==> config.mk <==
export PLATFORM = sky130hd
export DESIGN_NAME = instruction_memaccess
export DESIGN_NICKNAME = d
export VERILOG_FILES = /design/src/rtl/instruction_memaccess.sv
export SDC_FILE = /design/constraint.sdc
export NUM_CORES = 1
export LEC_CHECK = 0
export CORE_UTILIZATION = 30
export DETAILED_ROUTE_END_ITERATION = 8
export SLEW_MARGIN = 20
export SYNTH_ARGS = -nofsm -noshare
export SYNTH_HDL_FRONTEND = slang
export SYNTH_SLANG_ARGS = --single-unit
==> constraint.sdc <==
create_clock -name clk -period 2.7 [get_ports clk]
set_clock_uncertainty 0.1 [all_clocks]
set_input_delay 0.675 -clock clk [delete_from_list [all_inputs] [get_ports clk]]
set_output_delay 0.675 -clock clk [all_outputs]
set_load 0.03 [all_outputs]
==> src/rtl/instruction_memaccess.sv <==
// Memory-access pipeline stage: forwards ALU results, performs one data-bus
// access per load/store, aligns/extends load data, and holds one output entry.
module instruction_memaccess #(
    parameter bit MISALIGN_CHECK = 1'b1
) (
    input  logic        clk,
    input  logic        rstf,
    input  logic [31:0] t_instr,
    input  logic        t_instr_valid,
    output logic        t_instr_ready,
    input  logic [31:0] iPC,
    input  logic [4:0]  iDecodedOP,
    input  logic [31:0] iAluResult,
    input  logic [31:0] iRs2Value,
    output logic [31:0] i_instr,
    output logic        i_instr_valid,
    input  logic        i_instr_ready,
    output logic [31:0] oPC,
    output logic [4:0]  oDecodedOP,
    output logic [31:0] maAlu_rdValue,
    output logic        misalign,
    output logic        dbus_valid,
    input  logic        dbus_ready,
    output logic [31:0] dbus_addr,
    output logic        dbus_we,
    output logic [3:0]  dbus_wstrb,
    output logic [31:0] dbus_wdata,
    input  logic [31:0] dbus_rdata,
    input  logic        dbus_rvalid
);

    localparam int unsigned XLEN  = 32;
    localparam int unsigned OPW   = 5;
    localparam int unsigned STRBW = 4;
    localparam logic [6:0] OPC_LOAD  = 7'b0000011;
    localparam logic [6:0] OPC_STORE = 7'b0100011;

    typedef enum logic [1:0] {IDLE, REQ, WAIT_R, OUT} state_t;

    state_t              state_q, state_d;
    logic [XLEN-1:0]     instr_q, instr_d;
    logic [XLEN-1:0]     pc_q, pc_d;
    logic [OPW-1:0]      op_q, op_d;
    logic [XLEN-1:0]     ea_q, ea_d;
    logic [XLEN-1:0]     rd_q, rd_d;
    logic                mis_q, mis_d;
    logic                ivalid_q, ivalid_d;
    logic                dvalid_q, dvalid_d;
    logic [XLEN-1:0]     addr_q, addr_d;
    logic                we_q, we_d;
    logic [STRBW-1:0]    wstrb_q, wstrb_d;
    logic [XLEN-1:0]     wdata_q, wdata_d;

    logic       accept;
    logic       in_load, in_store, in_mis;
    logic [2:0] in_f3;
    logic [1:0] in_lane;

    // Align and extend the addressed byte/half of a returned word.
    function automatic logic [XLEN-1:0] load_extend(input logic [XLEN-1:0] rdata,
                                                    input logic [2:0] f3,
                                                    input logic [1:0] lane);
        logic [7:0]  b;
        logic [15:0] h;
        b = 8'(rdata >> {lane, 3'b000});
        h = 16'(rdata >> {lane[1], 4'b0000});
        case (f3)
            3'b000:  load_extend = {{24{b[7]}}, b};
            3'b001:  load_extend = {{16{h[15]}}, h};
            3'b100:  load_extend = {24'b0, b};
            3'b101:  load_extend = {16'b0, h};
            default: load_extend = rdata;
        endcase
    endfunction

    // Byte accesses never misalign; undefined funct3 behaves as a word access.
    function automatic logic is_misaligned(input logic is_ld, input logic [2:0] f3,
                                           input logic [1:0] lane);
        if (is_ld) begin
            case (f3)
                3'b000, 3'b100: is_misaligned = 1'b0;
                3'b001, 3'b101: is_misaligned = lane[0];
                default:        is_misaligned = |lane;
            endcase
        end else begin
            case (f3)
                3'b000:  is_misaligned = 1'b0;
                3'b001:  is_misaligned = lane[0];
                default: is_misaligned = |lane;
            endcase
        end
    endfunction

    function automatic logic [STRBW-1:0] store_strb(input logic [2:0] f3, input logic [1:0] lane);
        case (f3)
            3'b000:  store_strb = 4'(4'b0001 << lane);
            3'b001:  store_strb = 4'(4'b0011 << {lane[1], 1'b0});
            default: store_strb = 4'b1111;
        endcase
    endfunction

    function automatic logic [XLEN-1:0] store_data(input logic [2:0] f3, input logic [XLEN-1:0] rs2);
        case (f3)
            3'b000:  store_data = {4{rs2[7:0]}};
            3'b001:  store_data = {2{rs2[15:0]}};
            default: store_data = rs2;
        endcase
    endfunction

    assign t_instr_ready = (state_q == IDLE) | ((state_q == OUT) & i_instr_ready);
    assign accept        = t_instr_valid & t_instr_ready;
    assign in_load       = (t_instr[6:0] == OPC_LOAD);
    assign in_store      = (t_instr[6:0] == OPC_STORE);
    assign in_f3         = t_instr[14:12];
    assign in_lane       = iAluResult[1:0];
    assign in_mis        = MISALIGN_CHECK & is_misaligned(in_load, in_f3, in_lane);

    // Next-state and next-output logic; a new accept overrides the state step.
    always_comb begin
        state_d  = state_q;
        instr_d  = instr_q;
        pc_d     = pc_q;
        op_d     = op_q;
        ea_d     = ea_q;
        rd_d     = rd_q;
        mis_d    = mis_q;
        ivalid_d = ivalid_q;
        dvalid_d = dvalid_q;
        addr_d   = addr_q;
        we_d     = we_q;
        wstrb_d  = wstrb_q;
        wdata_d  = wdata_q;

        case (state_q)
            REQ: begin
                if (dbus_ready) begin
                    dvalid_d = 1'b0;
                    we_d     = 1'b0;
                    wstrb_d  = '0;
                    if (instr_q[6:0] == OPC_STORE) begin
                        rd_d     = ea_q;
                        ivalid_d = 1'b1;
                        state_d  = OUT;
                    end else if (dbus_rvalid) begin
                        rd_d     = load_extend(dbus_rdata, instr_q[14:12], ea_q[1:0]);
                        ivalid_d = 1'b1;
                        state_d  = OUT;
                    end else begin
                        state_d = WAIT_R;
                    end
                end
            end
            WAIT_R: begin
                if (dbus_rvalid) begin
                    rd_d     = load_extend(dbus_rdata, instr_q[14:12], ea_q[1:0]);
                    ivalid_d = 1'b1;
                    state_d  = OUT;
                end
            end
            OUT: begin
                if (i_instr_ready) begin
                    ivalid_d = 1'b0;
                    mis_d    = 1'b0;
                    state_d  = IDLE;
                end
            end
            default: ;
        endcase

        if (accept) begin
            instr_d = t_instr;
            pc_d    = iPC;
            op_d    = iDecodedOP;
            ea_d    = iAluResult;
            mis_d   = 1'b0;
            if (in_load | in_store) begin
                if (in_mis) begin
                    mis_d    = 1'b1;
                    rd_d     = '0;
                    ivalid_d = 1'b1;
                    state_d  = OUT;
                end else begin
                    ivalid_d = 1'b0;
                    dvalid_d = 1'b1;
                    addr_d   = {iAluResult[31:2], 2'b00};
                    we_d     = in_store;
                    wstrb_d  = in_store ? store_strb(in_f3, in_lane) : '0;
                    if (in_store) begin
                        wdata_d = store_data(in_f3, iRs2Value);
                    end
                    state_d = REQ;
                end
            end else begin
                rd_d     = iAluResult;
                ivalid_d = 1'b1;
                state_d  = OUT;
            end
        end
    end

    always_ff @(posedge clk) begin
        if (!rstf) begin
            state_q  <= IDLE;
            instr_q  <= '0;
            pc_q     <= '0;
            op_q     <= '0;
            ea_q     <= '0;
            rd_q     <= '0;
            mis_q    <= 1'b0;
            ivalid_q <= 1'b0;
            dvalid_q <= 1'b0;
            addr_q   <= '0;
            we_q     <= 1'b0;
            wstrb_q  <= '0;
            wdata_q  <= '0;
        end else begin
            state_q  <= state_d;
            instr_q  <= instr_d;
            pc_q     <= pc_d;
            op_q     <= op_d;
            ea_q     <= ea_d;
            rd_q     <= rd_d;
            mis_q    <= mis_d;
            ivalid_q <= ivalid_d;
            dvalid_q <= dvalid_d;
            addr_q   <= addr_d;
            we_q     <= we_d;
            wstrb_q  <= wstrb_d;
            wdata_q  <= wdata_d;
        end
    end

    assign i_instr       = instr_q;
    assign i_instr_valid = ivalid_q;
    assign oPC           = pc_q;
    assign oDecodedOP    = op_q;
    assign maAlu_rdValue = rd_q;
    assign misalign      = mis_q;
    assign dbus_valid    = dvalid_q;
    assign dbus_addr     = addr_q;
    assign dbus_we       = we_q;
    assign dbus_wstrb    = wstrb_q;
    assign dbus_wdata    = wdata_q;

endmodule

==> flow_summary.json <==
{
  "post_cts_resized": 0,
  "synth-edff-count": 0,
  "clk-insertion-delay-late_ps": 530,
  "rr_endpoint": "maAlu_rdValue[5]$_SDFF_PN0_",
  "pin_count": 345,
  "min-delay-path-class": "reg2reg",
  "layout.cells.most_common": "sky130_fd_sc_hd__nand2_1",
  "worst_path_largest_cell_delay_ps": 790,
  "power.static_leakage_nw": 5.12,
  "cp.arrival_ps": 1870,
  "max-slew-margin-rel": 0.428,
  "timing.critical_path.from_type": "flip-flop",
  "grt_remaining_overflow": 0,
  "worstHoldPathCells": 2,
  "criticalPathCategory": "reg2out",
  "postRouteAntennaNets": 0,
  "share_of_synthesized_registers_carrying_an_async_set_or_reset": 0,
  "clock_tree.root_cell": "sky130_fd_sc_hd__clkbuf_16",
  "ys_dominant_reg_cell": "sky130_fd_sc_hd__dfxtp_1",
  "grt_start_max_net_pins": 65,
  "via_density_per_instance": 5.17,
  "kind_of_cell_adding_the_most_delay_to_the_critical_path": "buffers and inverters",
  "full_die_area_mm2": 0.0336,
  "tritoncts": "yes",
  "drv.max_cap_violation_count": 0,
  "min_period_ps": 2640,
  "path_max_fanout": 6,
  "core-area_mm2": 0.0320,
  "hold_end": "dbus_wdata[6]$_SDFFE_PN0P_",
  "critPathCaptureType": "primary output",
  "crit_path_cell_trace": "clkdlybuf4s50_1",
  "finish.utilization": 0.466,
  "io_buffer_count": 342,
  "fraction_of_layout_cells_with_a_size_suffix_above_1": 0.0957,
  "finish.net_count": 1780,
  "grt_pass1_wl_mm": 58.9,
  "power.ir.vdd_worst_mv": 0.470,
  "powerDensity_mw_per_mm2": 868,
  "initial_core_util": 0.308,
  "critical-path-slowest-cell": "sky130_fd_sc_hd__clkdlybuf4s50_1",
  "via_count": 10600,
  "crit_required_ps": 1920,
  "die_height_um": 183,
  "report.final.setup_viol": 0,
  "sinks_on_the_clock_net": 205,
  "fin_worst_hold_slack_ps": 352,
  "layout.cells.most_common_list": "379 x sky130_fd_sc_hd__nand2_1, 339 x sky130_fd_sc_hd__clkdlybuf4s50_1, 205 x sky130_fd_sc_hd__dfxtp_1",
  "post_dp_hpwl_mm": 26.9,
  "worst_r2r_path_depth": 6,
  "synth.cell_area_mm2": 0.00985,
  "critical_path.n_buffers_inverters": 1,
  "antenna_found_initial": 1,
  "antenna-diode-count": 0,
  "path_clk_slew_ps": 60,
  "yosys.cell_types.count": 60,
  "rsz_0062_raised_after_global_routing": "false",
  "worst_pin_slew_ps": 857,
  "cts_inserted_buffers": 25,
  "syn_area_per_cell_um2": 7.73,
  "grt_pass1_vias": 10200,
  "grt_usage": 0.222,
  "gpl.final_weighted_congestion": 0.859,
  "max_clock_freq_mhz": 379,
  "synth_warn": 0,
  "finalCritPeriodShare": 0.978,
  "synth_sequential_area_ratio": 0.417,
  "cells_after_synth": 1274,
  "min_from": "dbus_wdata[6]$_SDFFE_PN0P_",
  "max-clock-path-buffers": 3,
  "drt_pass1_iterations": 5,
  "timing.final.max_slew_violations": 0,
  "die_x_um": 183,
  "ys_seq_elements": 205,
  "routed_wirelength_mm": 37.9,
  "post-cts-setup-buffer-count": 0,
  "detail_route.iter0.violations": 857,
  "rows": 65,
  "avgRoutedWirePerCell_um": 18.5,
  "cts.htree.levels": 1,
  "regToRegStartpoint": "i_instr[12]$_SDFFE_PN0P_",
  "drt_drc_violations_left": 0,
  "worst-r2r-setup-slack_ps": 270,
  "final_hold_violating_endpoints": 0,
  "run_status": "completed",
  "synthToLayoutAreaGrowth_pct": 51.1,
  "hold_buffers": 0
}
[sequential cells by signal, indices dropped and copies added (netlist names)]
register and cells:
i_instr_valid 1, oDecodedOP 5, oPC 32, dbus_wdata 32
misalign 1, dbus_wstrb 4, maAlu_rdValue 32, i_instr 32
ea_q 32, dbus_we 1, dbus_addr 30, dbus_valid 1
state_q 2
[Yosys cell counts, types with 2 or more instances]
| library cell | count | area [um^2] |
|---|---|---|
| sky130_fd_sc_hd__ha_1 | 5 | 62.6 |
| sky130_fd_sc_hd__or3_1 | 3 | 18.8 |
| sky130_fd_sc_hd__o21ai_0 | 75 | 375 |
| sky130_fd_sc_hd__o211ai_1 | 17 | 128 |
| sky130_fd_sc_hd__a32oi_1 | 5 | 43.8 |
| sky130_fd_sc_hd__o21ai_1 | 3 | 15.0 |
| sky130_fd_sc_hd__nor2b_1 | 5 | 31.3 |
| sky130_fd_sc_hd__o2bb2ai_1 | 7 | 61.3 |
| sky130_fd_sc_hd__o221ai_1 | 2 | 17.5 |
| sky130_fd_sc_hd__nand2b_1 | 2 | 12.5 |
| sky130_fd_sc_hd__a311oi_1 | 8 | 70.1 |
| sky130_fd_sc_hd__a221oi_2 | 20 | 300 |
| sky130_fd_sc_hd__nand3_1 | 2 | 10.0 |
| sky130_fd_sc_hd__nor3_1 | 3 | 15.0 |
| sky130_fd_sc_hd__o22a_1 | 7 | 61.3 |
| sky130_fd_sc_hd__nand2_1 | 380 | 1430 |
| sky130_fd_sc_hd__a221oi_1 | 50 | 438 |
| sky130_fd_sc_hd__inv_1 | 33 | 124 |
| sky130_fd_sc_hd__a21oi_1 | 157 | 786 |
| sky130_fd_sc_hd__nor2_1 | 38 | 143 |
| sky130_fd_sc_hd__mux2i_1 | 24 | 240 |
| sky130_fd_sc_hd__buf_4 | 6 | 45.0 |
| sky130_fd_sc_hd__buf_2 | 39 | 195 |
| sky130_fd_sc_hd__o22ai_1 | 48 | 300 |
| sky130_fd_sc_hd__dfxtp_1 | 205 | 4100 |
| sky130_fd_sc_hd__clkbuf_1 | 67 | 251 |
| sky130_fd_sc_hd__a211o_1 | 16 | 140 |
| sky130_fd_sc_hd__and2_1 | 2 | 12.5 |
| sky130_fd_sc_hd__a211oi_1 | 10 | 75.1 |
| sky130_fd_sc_hd__o31ai_1 | 2 | 15.0 |
| sky130_fd_sc_hd__buf_6 | 3 | 33.8 |
| sky130_fd_sc_hd__clkinv_1 | 2 | 7.51 |
[logic make-up (layout without fill, tap and decap cells)]
family / count (synthesis) / after routing / synth area share
simple gates: 448 / 448 / 0.183
compound gates: 438 / 438 / 0.299
flops: 205 / 205 / 0.417
buf+inv: 151 / 496 / 0.0671
mux: 26 / 26 / 0.0278
fa+ha+maj: 5 / 5 / 0.00635
other cells: 1 / 2 / 0.000381
[worst reg2reg max path, stage by stage (launching register included)]
cell and delay (ps):
sky130_fd_sc_hd__dfxtp_1 500, sky130_fd_sc_hd__nand2b_1 370, sky130_fd_sc_hd__nor2_1 200, sky130_fd_sc_hd__a221oi_1 640, sky130_fd_sc_hd__buf_4 220, sky130_fd_sc_hd__o2bb2ai_1 90
sky130_fd_sc_hd__a221oi_2 230
[per-layer routing]
| layer | up-vias | GRT usage | wire length, um |
|---|---|---|---|
| li1 | 5164 | - | - |
| met1 | 4994 | 0.285 | 16100 |
| met2 | 412 | 0.362 | 17800 |
| met3 | 49 | 0.0614 | 3160 |
| met4 | 2 | 0.0633 | 900 |
| met5 | - | 0 | 17 |
[layout make-up]
class / count / area [um^2]
Fill cell: 3153 / 17100
Sequential cell: 205 / 4100
Multi-Input combinational cell: 919 / 5120
Clock buffer: 35 / 713
Tap cell: 435 / 544
Inverter: 36 / 140
Timing Repair Buffer: 417 / 4190
Clock inverter: 8 / 68.8
[report_power, final]
group | internal, mW | switching [mW] | leakage, nW
Sequential | 3.49 | 0.369 | 1.67
Combinational | 2.37 | 3.42 | 3.05
Clock | 1.92 | 1.36 | 0.392
[through the flow]
stage	power, mW	std cells	cell area, um^2	setup WS [ps]	TNS, ps
6_report	12.9	2055	14900	58.2	0
5_1_grt	13.7	2055	14900	4.30	0
4_1_cts	13.0	2055	14900	23.6	0
3_5_place_dp	9.69	2012	14100	-180	-9330
3_3_place_gp	9.62	2012	14100	-141	-5810
2_1_floorplan	7.42	1275	9850	570	0
[worst max path at each step]
stage	startpoint	end	slack [ps]	cells past startpoint
3_3_place_gp	t_instr[4]	dbus_wstrb[0]$_SDFF_PN0_	-140	7
5_1_grt	i_instr[13]$_SDFFE_PN0P_	i_instr[13]	4	1
3_5_place_dp	t_instr[4]	dbus_wstrb[2]$_SDFF_PN0_	-180	7
4_1_cts	state_q[0]$_SDFFE_PN0P_	t_instr_ready	20	5
6_report	i_instr[13]$_SDFFE_PN0P_	i_instr[13]	60	1
2_1_floorplan	i_instr_ready	dbus_wdata[24]$_SDFFE_PN0P_	570	9
Power figures use the tool's default switching activity.
